`src/rtl/encoder_4to2.sv`:
```
// Registered 4-to-2 priority encoder (D[3] highest) with valid and multi-hot flags.
// Define ENCODER_4TO2_ERR_EN to add the saturating multi-hot counter err_cnt.
module encoder_4to2 (
    input  logic       clk,
    input  logic       rst,
    input  logic [3:0] D,
    output logic [1:0] Y,
    output logic       valid,
    output logic       multi_hot
`ifdef ENCODER_4TO2_ERR_EN
    ,
    output logic [7:0] err_cnt
`endif
);

    // No handshake: D is sampled on every rising clk, and the outputs show that sample
    // one cycle later. Nothing can stall the pipe.
    logic [1:0] y_next;
    logic       valid_next;
    logic       multi_hot_next;

    always_comb begin
        y_next = 2'b00;
        casez (D)
            4'b1???: y_next = 2'b11;
            4'b01??: y_next = 2'b10;
            4'b001?: y_next = 2'b01;
            default: y_next = 2'b00;
        endcase
    end

    // Clearing the lowest set bit leaves a nonzero value only when two or more bits are set.
    always_comb begin
        valid_next     = |D;
        multi_hot_next = |(D & (D - 4'd1));
    end

    always_ff @(posedge clk or posedge rst) begin
        if (rst) begin
            Y         <= 2'b00;
            valid     <= 1'b0;
            multi_hot <= 1'b0;
        end else begin
            Y         <= y_next;
            valid     <= valid_next;
            multi_hot <= multi_hot_next;
        end
    end

`ifdef ENCODER_4TO2_ERR_EN
    always_ff @(posedge clk or posedge rst) begin
        if (rst) begin
            err_cnt <= 8'h00;
        end else if (multi_hot_next && (err_cnt != 8'hFF)) begin
            err_cnt <= err_cnt + 8'h01;
        end
    end
`endif

endmodule

```
`config.mk`:
```
export PLATFORM = sky130hd
export DESIGN_NAME = encoder_4to2
export DESIGN_NICKNAME = d
export VERILOG_FILES = /design/src/rtl/encoder_4to2.sv
export SDC_FILE = /design/constraint.sdc
export NUM_CORES = 1
export LEC_CHECK = 0
export ABC_AREA = 0
export CAP_MARGIN = 40
export CORE_AREA = 2 2 39 41
export DETAILED_ROUTE_END_ITERATION = 16
export DIE_AREA = 0 0 41 43
export GPL_TIMING_DRIVEN = 0
export PLACE_DENSITY_LB_ADDON = 0.2
export REMOVE_ABC_BUFFERS = 1
export SLEW_MARGIN = 20
export SYNTH_ARGS = -nofsm -noshare
export SYNTH_HDL_FRONTEND = slang
export SYNTH_SLANG_ARGS = --single-unit
```
`constraint.sdc`:
```
create_clock -name clk -period 0.8 [get_ports clk]
set_clock_uncertainty 0.05 [all_clocks]
set_input_delay 0.16 -clock clk [delete_from_list [all_inputs] [get_ports clk]]
set_output_delay 0.16 -clock clk [all_outputs]
set_load 0.01 [all_outputs]
```
## Yosys cells after proc, flatten, opt, wreduce, memory -nomap -nowiden

Index checks and enable logic that the tools add are counted.

| word-level totals | value |
|---|---|
| bits in registers | 4 |
| input port bits | 6 |
| output and inout bits | 4 |
| logic and storage cells | 10 |

| operators by class | value |
|---|---|
| add/sub/neg operators | 1 |
| eq/ne operators | 2 |
| muxes and demuxes | 1 |
| bitwise operators | 1 |
| reduce and logical (&&, ||, !) cells | 2 |

Operators by type and width:

| cell | count |
|---|---|
| $reduce_or 4->1 | 2 |
| $pmux 2 s3 | 1 |
| $and 4x4->4 | 1 |
| $sub 4x1->4 const B | 1 |
| $eq 3x1->1 const B | 1 |
| $eq 2x1->1 const B | 1 |

## Logic depth before layout (Yosys ltp)

Gate-level depths: netlist (run 1).

| logic depth | value |
|---|---|
| word-level depth | 3 |
| depth in mapped cells | 2 |

## Worst setup path before layout (run 1)

OpenSTA, ideal clock, no wires.

| timing | value |
|---|---|
| kind | input to register |
| start point | in D[2] |
| end point | reg valid |
| setup time | 0.132 ns |
| data arrival time | 0.662 ns |
| slack | -0.044 ns |
| stages on the path | 2 |
| path buffers | 0 |
| cells stage by stage | or2_1 or3_1 |

| on the way | value |
|---|---|
| word-level cells in the longest chain between the ends | 1 |

Ends and longest elaborated chain:

| element | RTL line | text |
|---|---|---|
| start, declared | 6 | `input logic [3:0] D,` |
| $reduce_or 4->1 | 34 | `valid_next = \|D;` |
| named net valid_next | 19 | `logic valid_next;` |
| end signal, assigned | 45 | `valid <= valid_next;` |
| end, declared | 8 | `output logic valid,` |

The timed path passes the listed nets, and every way through them passes these cells.

## Worst setup path in the final report (run 1)

| timing | value |
|---|---|
| start point | reg valid |
| end point | out valid |

No word-level cell between the ends.

==> flow_metrics.py, run 1 <==
metrics = {
    "outcome": {
        "status": "finished, violations left",
        "violations": "negative setup slack",
    },
    "global_routing": {
        "track_usage_pct": 4.83,
        "grt_pass1_vias": 128,
        "grt_start_max_net_pins": 5,
        "grt_overflow": 0,
        "antenna_found_initial": 0,
        "grt_pass1_wl_um": 441,
    },
    "sta": {
        "hold_ws_ns": 0.0630,
        "setup_ws_ns": -0.122,
        "rsz0062_at_grt": "yes",
        "worst-slew-pin-transition_ns": 0.193,
        "finalSetupViolations": 4,
        "finalCriticalPeriod_ns": 0.922,
        "post-route-period-util_pct": 115,
        "hold_violations": 0,
        "fmax_mhz": 1080,
        "slew_viol_final": 0,
        "slew_headroom_pct": 87.0,
    },
    "synthesis": {
        "synth-xor-area-share_pct": 0,
        "synth_area_sq_um": 146,
        "syn_inst": 12,
        "synth.mux.area_fraction_pct": 0,
        "yosys_warnings": 0,
        "syn_area_per_cell_sq_um": 12.2,
        "synth-compound-area-share_pct": 15.4,
        "synth_top_family_by_area": "compound AO/OA/AOI/OAI gates",
        "ys_seq_area_share_pct": 68.4,
        "synth_top_area_share_pct": 68.4,
        "yosys.area.top_type": "dfrtp_1",
        "synth-seq-cells": 4,
        "synthSimpleGateAreaFrac_pct": 11.1,
        "ys_types": 7,
        "synthAdderAreaFrac_pct": 0,
        "synth_area_leaders": "dfrtp_1, a211oi_1, a21o_1",
    },
    "place": {
        "io_buffers": 9,
        "dp.cells": 37,
        "pre_cts_ws_ns": -0.563,
        "globalplace.congestion": 0.483,
    },
    "cts": {
        "cts_buffer_depth": 2,
        "cts.sinks": 4,
        "cts_tree": "built",
        "cts_inserted_buffers": 3,
        "holdBufCountCts": 0,
        "htreeDepth": 1,
        "clkTransAtPathRegs_ns": 0.04,
        "root_buffer": "clkbuf_4",
    },
    "critical_path": {
        "end_kind": "primary output",
        "path_max_fanout": 1,
        "crit_slowest_cell": "dfrtp_1",
        "crit_type": "reg -> out",
        "critPathLaunchType": "register",
        "path_cells": "buf_6",
        "cpLargestDelayFamily": "flip-flops",
        "max_stage_delay_ns": 0.36,
        "arrival_ns": 0.71,
        "required_ns": 0.59,
        "path_buf_inv": 1,
    },
    "drt": {
        "antenna_left": 0,
        "wl_per_cell_um": 7.00,
        "met1_length_um": 105,
        "num_vias": 133,
        "route.met2.wl_um": 95,
        "dr.pass1.iters": 1,
        "wirelength_um": 287,
        "via_per_inst": 3.24,
        "drtIter0Drc": 0,
        "highest_layer": "met4",
        "dr_wl_met3_um": 72,
        "drc": 0,
    },
    "pwr": {
        "ir_drop_v": 0.000348,
        "p_leak_nw": 0.123,
        "totalPowerFinal_uw": 528,
        "powerDensity_mw_per_mm2": 1980,
    },
    "die": {
        "fp.dieH_um": 43,
        "core_area_sq_mm": 0.00138,
        "initial_core_util_pct": 10.6,
        "dieArea_sq_mm": 0.00176,
        "std_cell_rows": 14,
        "fp.dieW_um": 41,
        "io_pins": 10,
    },
    "min_path": {
        "hold_class": "in -> async",
    },
    "final_layout": {
        "final_nets": 33,
        "drive_above_1_share_pct": 40.0,
        "fin_cells": 41,
        "num_antenna_cells": 0,
        "layout_common_cells": "dfrtp_1, buf_2, clkbuf_4",
        "syn_to_final_growth_pct": 82.1,
    },
    "run": {
        "cap_violations": 0,
    },
}
## report_power, final
part | switching, mW | internal, mW | leakage [nW] | total (mW)
Sequential | 0.00212 | 0.214 | 0.0412 | 0.217
Combinational | 0.0282 | 0.0351 | 0.0676 | 0.0633
Clock | 0.0802 | 0.168 | 0.0138 | 0.248
## flip-flops by register name (all words and copies together) (netlist names)
| signal | cells |
|---|---|
| multi_hot | 1 |
| valid | 1 |
| Y | 2 |
## synth_stat cells
cell,n
inv_1,2
a21o_1,1
nor2_1,1
or2_1,1
dfrtp_1,4
or3_1,1
a211oi_1,2
## final timing paths
| kind | start | endpoint | depth (start not counted) |
|---|---|---|---|
| setup / recovery | valid | valid | 1 |
| hold / removal | rst | Y[0] | 2 |
| max in group asynchronous | rst | Y[1] | 2 |
| min in group clk | D[3] | Y[0] | 2 |
## cells by family after synthesis
family / after synthesis
compound gates: 3
flops: 4
buf+inv: 2
simple gates: 3
## metal layers
metal | track usage (%) | vias to the layer above
met1 | 3.56 | 53
met5 | 0 | -
met3 | 3.14 | 2
met2 | 5.00 | 12
li1 | - | 66
met4 | 10.0 | 0
## final cells by class
type                       count  area (sq um)
clock buffer                   3          22.5
fill                         145          1120
inverter                       2          7.51
multi-input combinational      6          38.8
sequential                     4           100
tap                           16          20.0
timing repair buffer          10          77.6
## repair_timing
action                                 4_1_cts  5_1_grt
setup endpoints to repair                    6        5
gates resized for setup                     27        1
cloned                                       0        0
buffers inserted                             1        0
endpoints found under the hold margin        0        0
pin swaps                                    2        1
## stage by stage
step                      util, %  cell area [sq um]  TNS (ns)
after detailed placement     18.5                256     -2.31
final                        19.3                267    -0.472
after global placement       18.5                256     -2.26
after CTS                    18.8                260    -0.516
after global routing         19.3                267    -0.592
after floorplan                 -                146   -0.0440
No activity file was read; power rests on OpenSTA's default activity.
==> run 2: changes to the inputs <==
--- a/config.mk
+++ b/config.mk
@@ -6,7 +6,8 @@
 export NUM_CORES = 1
 export LEC_CHECK = 0
 export ABC_AREA = 0
-export CAP_MARGIN = 40
+export CELL_PAD_IN_SITES_DETAIL_PLACEMENT = 1
+export CELL_PAD_IN_SITES_GLOBAL_PLACEMENT = 2
 export CORE_AREA = 2 2 39 41
 export DETAILED_ROUTE_END_ITERATION = 16
 export DIE_AREA = 0 0 41 43
==> flow_metrics.py, run 2 (synthesized netlist as in run 1, its figures left out) <==
metrics = {
    "outcome": {
        "status": "finished, violations left",
        "violations": "negative setup slack",
    },
    "sta": {
        "setup_ws_ns": -0.117,
        "finalCriticalPeriod_ns": 0.917,
        "slew_viol_final": 0,
        "fmax_mhz": 1090,
        "post-route-period-util_pct": 115,
        "rsz0062_at_grt": "yes",
        "finalSetupViolations": 4,
        "hold_violations": 0,
        "slew_headroom_pct": 85.4,
        "worst-slew-pin-transition_ns": 0.218,
    },
    "global_routing": {
        "grt_pass1_vias": 148,
        "use_met3_pct": 1.57,
        "grt_use_met2_pct": 6.25,
        "track_usage_pct": 4.83,
        "grt_overflow": 0,
        "grt_pass1_wl_um": 538,
        "met1_usage_pct": 5.19,
        "antenna_found_initial": 0,
        "grt_start_max_net_pins": 5,
        "grt_busiest_layer": "met2",
    },
    "pwr": {
        "p_leak_nw": 0.120,
        "clkPwrFrac_pct": 46.1,
        "switching_power_uw": 102,
        "internal_power_uw": 414,
        "ir_drop_v": 0.000259,
        "totalPowerFinal_uw": 516,
        "combPwrFrac_pct": 11.9,
        "powerDensity_mw_per_mm2": 1980,
        "sequentialPowerShare_pct": 42.0,
        "swShare_pct": 19.8,
    },
    "die": {
        "std_cell_rows": 14,
        "dieArea_sq_mm": 0.00176,
        "fp.dieH_um": 43,
        "io_pins": 10,
        "fp.dieW_um": 41,
        "initial_core_util_pct": 10.6,
        "core_area_sq_mm": 0.00138,
    },
    "drt": {
        "drtIter0Drc": 0,
        "num_vias": 133,
        "drc": 0,
        "dr.pass1.iters": 1,
        "antenna_left": 0,
        "wl_per_cell_um": 8.12,
        "wirelength_um": 333,
        "via_per_inst": 3.24,
    },
    "final_layout": {
        "layout_common_cells": "buf_2, dfrtp_1, clkbuf_4",
        "reg_top3": "Y: 2 flops, multi_hot: 1 flops, valid: 1 flops",
        "num_antenna_cells": 0,
        "mostFrequentLayoutCell": "buf_2",
        "fin_area_sq_um": 260,
        "largest-register": "Y",
        "largest_register_ffs": 2,
        "final_nets": 33,
        "drive_above_1_share_pct": 40.0,
        "syn_to_final_growth_pct": 77.8,
        "final_util_pct": 18.8,
    },
    "place": {
        "globalplace.congestion": 0.571,
        "io_buffers": 9,
        "dp_hpwl_um": 271,
        "post_dp_cell_area_sq_um": 256,
    },
    "critical_path": {
        "arrival_ns": 0.71,
        "path_cells": "buf_6",
        "required_ns": 0.59,
        "end_kind": "primary output",
        "crit_type": "reg -> out",
        "path_max_fanout": 1,
        "cpLargestDelayFamily": "flip-flops",
        "critPathLaunchType": "register",
        "path_buf_inv": 1,
        "crit_slowest_cell": "dfrtp_1",
        "max_stage_delay_ns": 0.36,
    },
    "cts": {
        "holdBufCountCts": 0,
        "root_buffer": "clkbuf_4",
        "cts.sinks": 4,
        "clkTransAtPathRegs_ns": 0.03,
        "cts_buffer_depth": 2,
        "cts_tree": "built",
        "htreeDepth": 1,
        "cts_inserted_buffers": 3,
    },
    "min_path": {
        "hold_class": "in -> async",
    },
    "run": {
        "cap_violations": 0,
    },
}
-- run 2: cell counts in the layout (fill, tap and decap cells not counted) --
No cell type changed its count.
-- run 2: repair_timing --
| item | in CTS | in global routing |
|---|---|---|
| gates resized for setup | 26 | 1 |
| setup buffers | 1 | 0 |
| endpoints found under the setup margin | 8 | 4 |
| pin swaps | 1 | 0 |
-- run 2: layer usage --
layer | vias to the layer above | part of all wire [%]
met5 | - | 0
met4 | 0 | 0
met3 | 0 | 19
met2 | 10 | 42
met1 | 56 | 38
li1 | 67 | -
-- run 2: how the worst max path moves through the flow --
stage | from | endpoint | slack (ns) | depth (start not counted)
after floorplan | D[2] | valid | -0.04 | 2
after global placement | D[2] | valid | -0.55 | 3
after global routing | valid | valid | -0.15 | 1
final | valid | valid | -0.12 | 1
after detailed placement | D[2] | valid | -0.56 | 3
after CTS | valid | valid | -0.13 | 1
-- run 2: cell type report --
type                    instances  area [sq um]
inverters                       2          7.51
clock buffers                   3          22.5
multi-input cells               6          38.8
well taps                      16          20.0
fillers                       163          1120
flip-flops and latches          4           100
repair buffers                 10          71.3
-- run 2: power by group through the flow --
| stage | logic (mW) | clock network, mW | registers, mW |
|---|---|---|---|
| floorplan | 0.0142 | 0 | 0.226 |
| global placement | 0.0758 | 0 | 0.219 |
| detailed placement | 0.0769 | 0 | 0.220 |
| CTS | 0.0615 | 0.254 | 0.217 |
| global route | 0.0701 | 0.278 | 0.217 |
| finish | 0.0613 | 0.238 | 0.217 |
-- run 2: through the flow --
stage          hold slack [ns]  std cells  worst slack, ns  setup TNS, ns
6_report                0.0689         41           -0.117         -0.455
5_1_grt                 0.0788         41           -0.150         -0.583
4_1_cts                 0.0714         41           -0.129         -0.509
3_5_place_dp             0.314         37           -0.557          -2.33
3_3_place_gp             0.302         37           -0.554          -2.30
2_1_floorplan           -0.124         12          -0.0440        -0.0440
==> run 3: changes to the inputs <==
--- a/config.mk
+++ b/config.mk
@@ -12,8 +12,7 @@
 export DETAILED_ROUTE_END_ITERATION = 16
 export DIE_AREA = 0 0 41 43
 export GPL_TIMING_DRIVEN = 0
-export PLACE_DENSITY_LB_ADDON = 0.2
-export REMOVE_ABC_BUFFERS = 1
+export PLACE_DENSITY = 0.56
 export SLEW_MARGIN = 20
 export SYNTH_ARGS = -nofsm -noshare
 export SYNTH_HDL_FRONTEND = slang
==> flow_metrics.py, run 3 (synthesized netlist as in run 1, its figures left out) <==
metrics = {
    "sta": {
        "fin_tns_setup_ns": -0.468,
        "setup_ws_ns": -0.119,
        "fmax_mhz": 1090,
        "worst-slew-pin-transition_ns": 0.187,
        "slew_viol_final": 0,
        "hold_violations": 0,
        "slew_headroom_pct": 87.5,
        "finalSetupViolations": 4,
        "post-route-period-util_pct": 115,
        "finalCriticalPeriod_ns": 0.919,
        "rsz0062_at_grt": "yes",
    },
    "cts": {
        "cts_tree": "built",
        "root_buffer": "clkbuf_4",
        "holdBufCountCts": 0,
        "cts_buffer_depth": 2,
        "clkTransAtPathRegs_ns": 0.04,
        "cts_inserted_buffers": 3,
        "cts.sinks": 4,
        "htreeDepth": 1,
    },
    "global_routing": {
        "grt_pass1_wl_um": 565,
        "track_usage_pct": 5.66,
        "grt_start_max_net_pins": 5,
        "antenna_found_initial": 0,
        "grt_pass1_vias": 158,
        "grt_overflow": 0,
    },
    "die": {
        "fp.dieW_um": 41,
        "io_pins": 10,
        "dieArea_sq_mm": 0.00176,
        "core_area_sq_mm": 0.00138,
        "fp.dieH_um": 43,
        "std_cell_rows": 14,
        "initial_core_util_pct": 10.6,
    },
    "critical_path": {
        "path_max_fanout": 1,
        "crit_slowest_cell": "dfrtp_1",
        "path_buf_inv": 1,
        "arrival_ns": 0.71,
        "path_cells": "buf_2",
        "end_kind": "primary output",
        "max_stage_delay_ns": 0.34,
        "crit_type": "reg -> out",
        "critPathLaunchType": "register",
        "required_ns": 0.59,
        "cpLargestDelayFamily": "flip-flops",
    },
    "outcome": {
        "violations": "negative setup slack",
        "status": "finished, violations left",
    },
    "place": {
        "dp_hpwl_um": 247,
        "globalplace.congestion": 0.660,
        "io_buffers": 9,
        "dp.cells": 37,
    },
    "drt": {
        "drc": 0,
        "num_vias": 134,
        "antenna_left": 0,
        "wirelength_um": 332,
        "drtIter0Drc": 0,
        "dr.pass1.iters": 1,
        "wl_per_cell_um": 8.10,
        "via_per_inst": 3.27,
    },
    "final_layout": {
        "largest-register": "Y",
        "drive_above_1_share_pct": 40.0,
        "final_util_pct": 18.8,
        "fin_cells": 41,
        "final_nets": 33,
        "layout_common_cells": "buf_2, dfrtp_1, clkbuf_4",
        "largest_register_ffs": 2,
        "syn_to_final_growth_pct": 77.8,
        "seqCellArea_sq_um": 100,
        "reg_top3": "Y: 2 flops, multi_hot: 1 flops, valid: 1 flops",
        "mostFrequentLayoutCell": "buf_2",
        "n_fill_cell": 165,
        "num_antenna_cells": 0,
        "multi_input_area_sq_um": 38.8,
    },
    "synthesis": {
        "synth_nets": 18,
    },
    "pwr": {
        "powerDensity_mw_per_mm2": 2020,
        "ir_drop_v": 0.000285,
        "p_leak_nw": 0.119,
    },
    "run": {
        "cap_violations": 0,
    },
    "min_path": {
        "hold_class": "in -> async",
    },
}
## run 3: where the power goes
part           internal (mW)  leakage [nW]  switching [mW]
registers              0.215        0.0412         0.00199
clock network          0.168        0.0138          0.0782
logic                 0.0337        0.0641          0.0287
total                  0.416         0.119           0.109
## run 3: layer usage
layer	GRT usage [%]	part of all wire [%]	vias up
met1	4.59	34	56
met5	0	0	-
met2	6.56	42	10
met4	10.0	1.8	0
li1	-	-	66
met3	3.14	21	2
## run 3: area by class of cell
class	instances	share of cell area, %
inverter	2	2.88
timing repair buffer	10	27.4
sequential	4	38.5
multi-input combinational	6	14.9
tap	16	7.69
clock buffer	3	8.65
## run 3: what timing repair did
| item | in CTS | in global routing |
|---|---|---|
| resized for setup | 27 | 0 |
| setup endpoints to repair | 7 | 5 |
| buffers inserted | 1 | 0 |
| pin swaps | 2 | 1 |
## run 3: path summary, 6_finish.rpt
kind	startpoint	endpoint	slack [ns]	depth (start not counted)
min in group clk	D[3]	Y[0]	0.07	2
worst max-delay path	multi_hot	multi_hot	-0.12	1
max in group asynchronous	rst	valid	0.50	2
worst min-delay path	rst	Y[0]	0.06	2
## run 3: per-stage QoR
| step | hold slack, ns | power (mW) | setup slack (ns) | area, sq um |
|---|---|---|---|---|
| after floorplan | -0.124 | 0.241 | -0.0440 | 146 |
| after global placement | 0.299 | 0.294 | -0.538 | 256 |
| after detailed placement | 0.299 | 0.296 | -0.566 | 256 |
| after CTS | 0.0465 | 0.542 | -0.134 | 260 |
| after global routing | 0.0751 | 0.564 | -0.150 | 260 |
| final | 0.0553 | 0.525 | -0.119 | 260 |
